`src/rtl/adc8_conv_emulator_pkg.sv`:
```
// Shared definitions for the 8-bit converter emulator: FSM encodings and default timing.
package adc8_conv_emulator_pkg;

    typedef enum logic [1:0] {
        ST_IDLE    = 2'd0,
        ST_CONVERT = 2'd1,
        ST_SETUP   = 2'd2,
        ST_EOC_LOW = 2'd3
    } state_t;

    localparam int DEF_DATA_W      = 8;
    localparam int DEF_SYNC_STAGES = 2;
    localparam int DEF_CONV_CYCLES = 40;
    localparam int DEF_EOC_CYCLES  = 10;

    function automatic int max_int(input int a, input int b);
        return (a > b) ? a : b;
    endfunction

endpackage

```
`src/rtl/adc8_conv_emulator_sync_rise_detect.sv`:
```
// N-flop synchroniser for an asynchronous strobe with a single-cycle rising-edge pulse.
module sync_rise_detect #(
    parameter int   STAGES    = 2,
    parameter logic RESET_VAL = 1'b1
) (
    input  logic clk,
    input  logic reset,
    input  logic din,
    output logic rise
);

    logic [STAGES-1:0] sync_q;
    logic              prev_q;

    // NOTE: flops use non-blocking assignments so every stage samples the pre-edge value of its neighbour.
    always_ff @(posedge clk) begin
        if (reset) begin
            sync_q <= {STAGES{RESET_VAL}};
            prev_q <= RESET_VAL;
        end else begin
            sync_q <= {sync_q[STAGES-2:0], din};
            prev_q <= sync_q[STAGES-1];
        end
    end

    assign rise = sync_q[STAGES-1] & ~prev_q;

endmodule

```
`src/rtl/adc8_conv_emulator.sv`:
```
// Responder side of the CONVST/EOC handshake: samples a code on each CONVST edge and returns it
// after a fixed conversion time, followed by an active-low EOC pulse.
module adc8_conv_emulator
    import adc8_conv_emulator_pkg::*;
#(
    parameter int DATA_W      = DEF_DATA_W,
    parameter int SYNC_STAGES = DEF_SYNC_STAGES,
    parameter int CONV_CYCLES = DEF_CONV_CYCLES,
    parameter int EOC_CYCLES  = DEF_EOC_CYCLES
) (
    input  logic              i_clk,
    input  logic              i_reset,
    input  logic              i_enable,
    input  logic              i_convst,
    input  logic [DATA_W-1:0] i_sample,
    output logic [DATA_W-1:0] o_data,
    output logic              o_eoc,
    output logic              o_busy,
    output logic              o_overrun,
    output logic [7:0]        o_overrun_cnt
);

    localparam int CNT_W = $clog2(max_int(CONV_CYCLES, EOC_CYCLES) + 1);
    localparam logic [CNT_W-1:0] CONV_LOAD = CNT_W'(CONV_CYCLES - 1);
    localparam logic [CNT_W-1:0] EOC_LOAD  = CNT_W'(EOC_CYCLES - 1);

    state_t             state, state_next;
    logic [CNT_W-1:0]   cnt;
    logic [DATA_W-1:0]  hold;
    logic               edge_seen;
    logic               start;
    logic               reject;

    // Reset value 1: a CONVST already high when reset releases must not count as an edge.
    sync_rise_detect #(
        .STAGES    (SYNC_STAGES),
        .RESET_VAL (1'b1)
    ) u_convst_sync (
        .clk   (i_clk),
        .reset (i_reset),
        .din   (i_convst),
        .rise  (edge_seen)
    );

    always_ff @(posedge i_clk) begin
        if (i_reset) state <= ST_IDLE;
        else         state <= state_next;
    end

    // NOTE: every output of this block gets a default first, so no path leaves one unassigned (no latches).
    always_comb begin
        state_next = state;
        start      = 1'b0;
        reject     = edge_seen && (state != ST_IDLE);
        unique case (state)
            ST_IDLE: begin
                if (edge_seen && i_enable) begin
                    start      = 1'b1;
                    state_next = ST_CONVERT;
                end
            end
            ST_CONVERT: if (cnt == '0) state_next = ST_SETUP;
            ST_SETUP:   state_next = ST_EOC_LOW;
            ST_EOC_LOW: if (cnt == '0) state_next = ST_IDLE;
            default:    state_next = ST_IDLE;
        endcase
    end

    // NOTE: the hold register has no reset; it is always written at conversion start before o_data reads it.
    always_ff @(posedge i_clk) begin
        if (start) hold <= i_sample;
    end

    always_ff @(posedge i_clk) begin
        if (i_reset) begin
            cnt           <= '0;
            o_data        <= '0;
            o_eoc         <= 1'b1;
            o_busy        <= 1'b0;
            o_overrun     <= 1'b0;
            o_overrun_cnt <= '0;
        end else begin
            // One shared down-counter times both the conversion and the EOC pulse.
            if (start)                 cnt <= CONV_LOAD;
            else if (state == ST_SETUP) cnt <= EOC_LOAD;
            else if (cnt != '0)        cnt <= cnt - 1'b1;

            if (state == ST_CONVERT && state_next == ST_SETUP) o_data <= hold;

            // Outputs are registered from the next state so they align with the state itself.
            o_busy    <= (state_next != ST_IDLE);
            o_eoc     <= (state_next != ST_EOC_LOW);
            o_overrun <= reject;
            if (reject && o_overrun_cnt != 8'hFF) o_overrun_cnt <= o_overrun_cnt + 8'd1;
        end
    end

endmodule
```
`config.mk`:
```
export PLATFORM = sky130hd
export DESIGN_NAME = adc8_conv_emulator
export DESIGN_NICKNAME = d
export VERILOG_FILES = /design/src/rtl/adc8_conv_emulator_pkg.sv /design/src/rtl/adc8_conv_emulator_sync_rise_detect.sv /design/src/rtl/adc8_conv_emulator.sv
export SDC_FILE = /design/constraint.sdc
export NUM_CORES = 1
export LEC_CHECK = 0
export ABC_AREA = 0
export BUFFER_PORTS_ARGS = -buffer_cell sky130_fd_sc_hd__buf_4
export CAP_MARGIN = 0
export CORE_MARGIN = 8
export CORE_UTILIZATION = 48
export DETAILED_ROUTE_END_ITERATION = 10
export PLACE_DENSITY = 0.74
export RECOVER_POWER = 25
export SKIP_CTS_REPAIR_TIMING = 1
export SYNTH_ARGS = -nofsm -noshare
export SYNTH_HDL_FRONTEND = slang
export SYNTH_SLANG_ARGS = --single-unit
export TNS_END_PERCENT = 100
```
`constraint.sdc`:
```
create_clock -name i_clk -period 1.5 [get_ports i_clk]
set_input_delay 0 -clock i_clk [delete_from_list [all_inputs] [get_ports i_clk]]
set_output_delay 0 -clock i_clk [all_outputs]
set_load 0.03 [all_outputs]
```
==> run_results.csv <==
group,metric,value,unit
run_status,outcome,"completed",
hold_path,min-delay-path-class,"in2reg",
yosys,register_bit_count_reported_by_yosys,38,
clock_tree,cts.clk_slew.worst_paths,0.12,ns
floorplanning,core-area,3028,um2
critical_path,cp-endpoint,"o_overrun_cnt[5]",
global_routing,via_count_of_the_first_global_routing_pass,1139,
critical_path,crit_slowest_cell,"or4_1",
place,port_buffers,30,
clock_tree,h-tree-depth,2,
timing,slew_worst_pin,0.3847,ns
pwr,power_density,1356,nW/um2
route,met2_wirelength,1.660,mm
pwr,p_leak,0.9008,nW
critical_path,rr_startpoint,"o_overrun_cnt[0]",
route,wl_met3,256,um
cells_and_area,stdcell_count,238,
critical_path,worstReg2RegEnd,"o_overrun_cnt[5]",
yosys,netlist-cell-type-count,36,
timing,report.final.slew_viol_count,0,
timing,clock_skew,0.01920,ns
timing,fmax,0.6778,GHz
critical_path,worstSetupPathType,"reg2reg",
floorplanning,fp.dieArea,5214,um2
route,detailedRoute.firstPassIterationCount,4,
timing,timing.final.crit_period,1.475,ns
place,placement.setup.worst_slack,-0.005603,ns
yosys,synth_area,1516,um2
critical_path,worst-r2r-cell-count,5,
critical_path,worstPathRequired,1.76,ns
critical_path,timing.critical_path.slowest_cell_delay,0.48,ns
clock_tree,root_buffer,"clkbuf_4",
route,detailed_route_via_count,1221,
pwr,power.internal,2.086,mW
global_routing,gr-usage-all-layers,11.98,%
pwr,clk_pwr_share,31.2,%
floorplanning,fp-row-count,20,
route,post-route-drc-count,0,
critical_path,timing.critical_path.from,"o_overrun_cnt[0]",
pwr,power.net_switching,787.7,uW
yosys,post_synth.cell_area_avg,10.91,um2
critical_path,worst-r2r-setup-slack,0.02,ns
yosys,ys_seq_area_share,55.45,%
yosys,post_synth_edffs,8,
pwr,share_comb_of_total_power,25.8,%
critical_path,start_kind,"flop",
route,vias_per_cell,5.130,
floorplanning,top_level_ports,31,
global_routing,grt_start_max_net_pins,32,
yosys,synth-async-reset-ratio,0,%
cells_and_area,antenna-diode-count,0,
yosys,synth_area_leader_cell,"dfxtp_1",
cells_and_area,post_route_cells_drive_above_1_share,37.11,%
timing,post-route-period-util,98.36,%
route,detail-route-antenna-nets,0,
place,dp.final_hpwl,2.335,mm
timing,timing.final.setup_violations,0,
clock_tree,clock_tree.buffer_depth,2,
yosys,synthTopCellsByArea,"dfxtp_1 40%, edfxtp_1 16%, mux2i_1 5.9%, nor2_1 3.7%, xor2_1 2.9%",
clock_tree,cts_tree,"built",
yosys,synth_ff_type,"dfxtp_1",
route,routed_wl,3.338,mm
critical_path,worstPathArrival,1.73,ns
global_routing,globalRoute.totalOverflow,0,
global_routing,number_of_antenna_violations_at_the_first_check_in_global_routing,0,
clock_tree,cts_buffers,5,
job,max_cap_viol_count,0,
place,placement_cell_area,1887,um2
floorplanning,start_util,50.08,%
yosys,synth.most_common_cell,"dfxtp_1",
critical_path,worst_setup_path_end_kind,"flop",
clock_tree,numClockSinks,38,
cells_and_area,post-route-cell-area,2118,um2
clock_tree,clock_latency_on_the_worst_skew_pair,0.34,ns
cells_and_area,final_net_count,208,
timing,finalWorstSetupSlack,0.02461,ns
route,met1_length,1.392,mm
pwr,worst_ir_drop_vdd,822.5,uV
yosys,netlist_top_cells_count,"30 x dfxtp_1, 15 x nor2_1, 9 x mux2i_1",
pwr,switching_share,27.41,%
route,wl_per_cell,14.03,um
timing,headroom_to_the_max_slew_limit,74.47,%
pwr,power.share.sequential,43.0,%
timing,whs,0.02132,ns
floorplanning,chipHeight,72.21,um
yosys,yosys_synthesis_warning_count,0,
yosys,postSynthCellCount,139,
yosys,synth.net_count,154,
yosys,netlist.area_leader.share,39.60,%
critical_path,critical_path.cell_chain,"ha_2 -> nand3_4 -> o211ai_4 -> or4_1 -> a21oi_1",
place,place.detailed.instances,220,
critical_path,highest_fanout_seen_on_the_critical_path,6,
route,initialDrtViolationCount,53,
global_routing,grt_first_pass_wirelength,5.050,mm
cells_and_area,layout-area-overhead-vs-synth,39.69,%
route,routed.top_layer,"met4",
floorplanning,die_w,72.21,um
timing,hold_violations,0,
place,finalWeightedCongestion,0.8289,
-- how the worst min path moves through the flow --
| stage | from | end | slack, ns | cells past startpoint |
|---|---|---|---|---|
| after global routing | i_enable | cnt[2] | 0.03 | 3 |
| after CTS | i_sample[0] | hold[0] | -0.17 | 1 |
| after floorplan | i_sample[0] | hold[0] | 0.1 | 0 |
| after global placement | i_sample[5] | hold[5] | 0.18 | 1 |
| after detailed placement | i_sample[0] | hold[0] | 0.18 | 1 |
| final | i_enable | cnt[2] | 0.02 | 3 |
-- final cells by class --
cell class	count	area, um2
clock inverter	2	60.06
multi-input combinational	93	675.6
timing repair buffer	51	415.4
clock buffer	6	51.30
tap	44	55.05
sequential	38	845.8
inverter	4	15.01
fill	228	909.6
-- sequential cells by signal, indices dropped and copies added, names as in the netlist --
| register | cells |
|---|---|
| hold | 8 |
| o_data | 8 |
| o_overrun_cnt | 8 |
| cnt | 6 |
| state | 2 |
| u_convst_sync.sync_q | 2 |
| o_busy | 1 |
| o_eoc | 1 |
| o_overrun | 1 |
| u_convst_sync.prev_q | 1 |
-- per-stage QoR --
| stage | utilization [%] | total power, mW | setup TNS (ns) |
|---|---|---|---|
| 6_report | 69.96 | 2.873 | 0 |
| 5_1_grt | 69.96 | 3.005 | -0.01006 |
| 4_1_cts | 65.99 | 2.804 | -0.05530 |
| 3_5_place_dp | 62.31 | 1.917 | -0.01064 |
| 3_3_place_gp | 62.31 | 1.873 | 0 |
| 2_1_floorplan | - | 1.702 | 0 |
-- power by group through the flow --
| stage | logic, mW | registers, mW | clock network, mW |
|---|---|---|---|
| after floorplan | 0.451 | 1.25 | 0 |
| after global placement | 0.635 | 1.24 | 0 |
| after detailed placement | 0.673 | 1.24 | 0 |
| after CTS | 0.679 | 1.22 | 0.903 |
| after global routing | 0.818 | 1.25 | 0.942 |
| final | 0.743 | 1.23 | 0.897 |
-- kinds of logic (layout without fill, tap and decap cells) --
group           after synthesis  in the layout  synth area share, %
simple gates                 53             53                20.30
fa+ha+maj                     3              3                2.476
compound gates               20             21                8.829
flops                        38             38                55.45
buf+inv                       9             63                2.805
mux                          10             10                6.683
xor+xnor                      6              6                3.465
-- layer usage --
metal	vias up	global-route usage (%)
met5	-	0
met4	0	3.401
met3	4	4.270
met2	45	20.36
met1	571	13.73
li1	601	-
-- worst max-delay path: cells and delay by family (launching register included) --
family | cells | cell delay (ns)
simple gates | 2 | 0.60
flops | 1 | 0.35
compound gates | 2 | 0.25
fa+ha+maj | 1 | 0.19
-- cells in the final DEF, fill, tap and decap left out, types with 2 or more instances in the layout --
master          n
buf_4          27
dfxtp_1        26
nor2_1         15
clkbuf_4       14
dlygate4sd3_1   9
mux2i_1         8
nand2_1         8
edfxtp_1        8
a21oi_1         6
nand3_1         5
xor2_1          5
o31ai_1         5
o21ai_0         4
dfxtp_2         4
clkbuf_1        4
or2_2           3
or4_1           3
inv_1           2
inv_2           2
nand4_1         2
or3_1           2
a21oi_2         2
nand3b_1        2
or3_2           2
ha_2            2
bufinv_16       2
buf_12          2
Note: power is estimated with default switching activity, not from simulation.
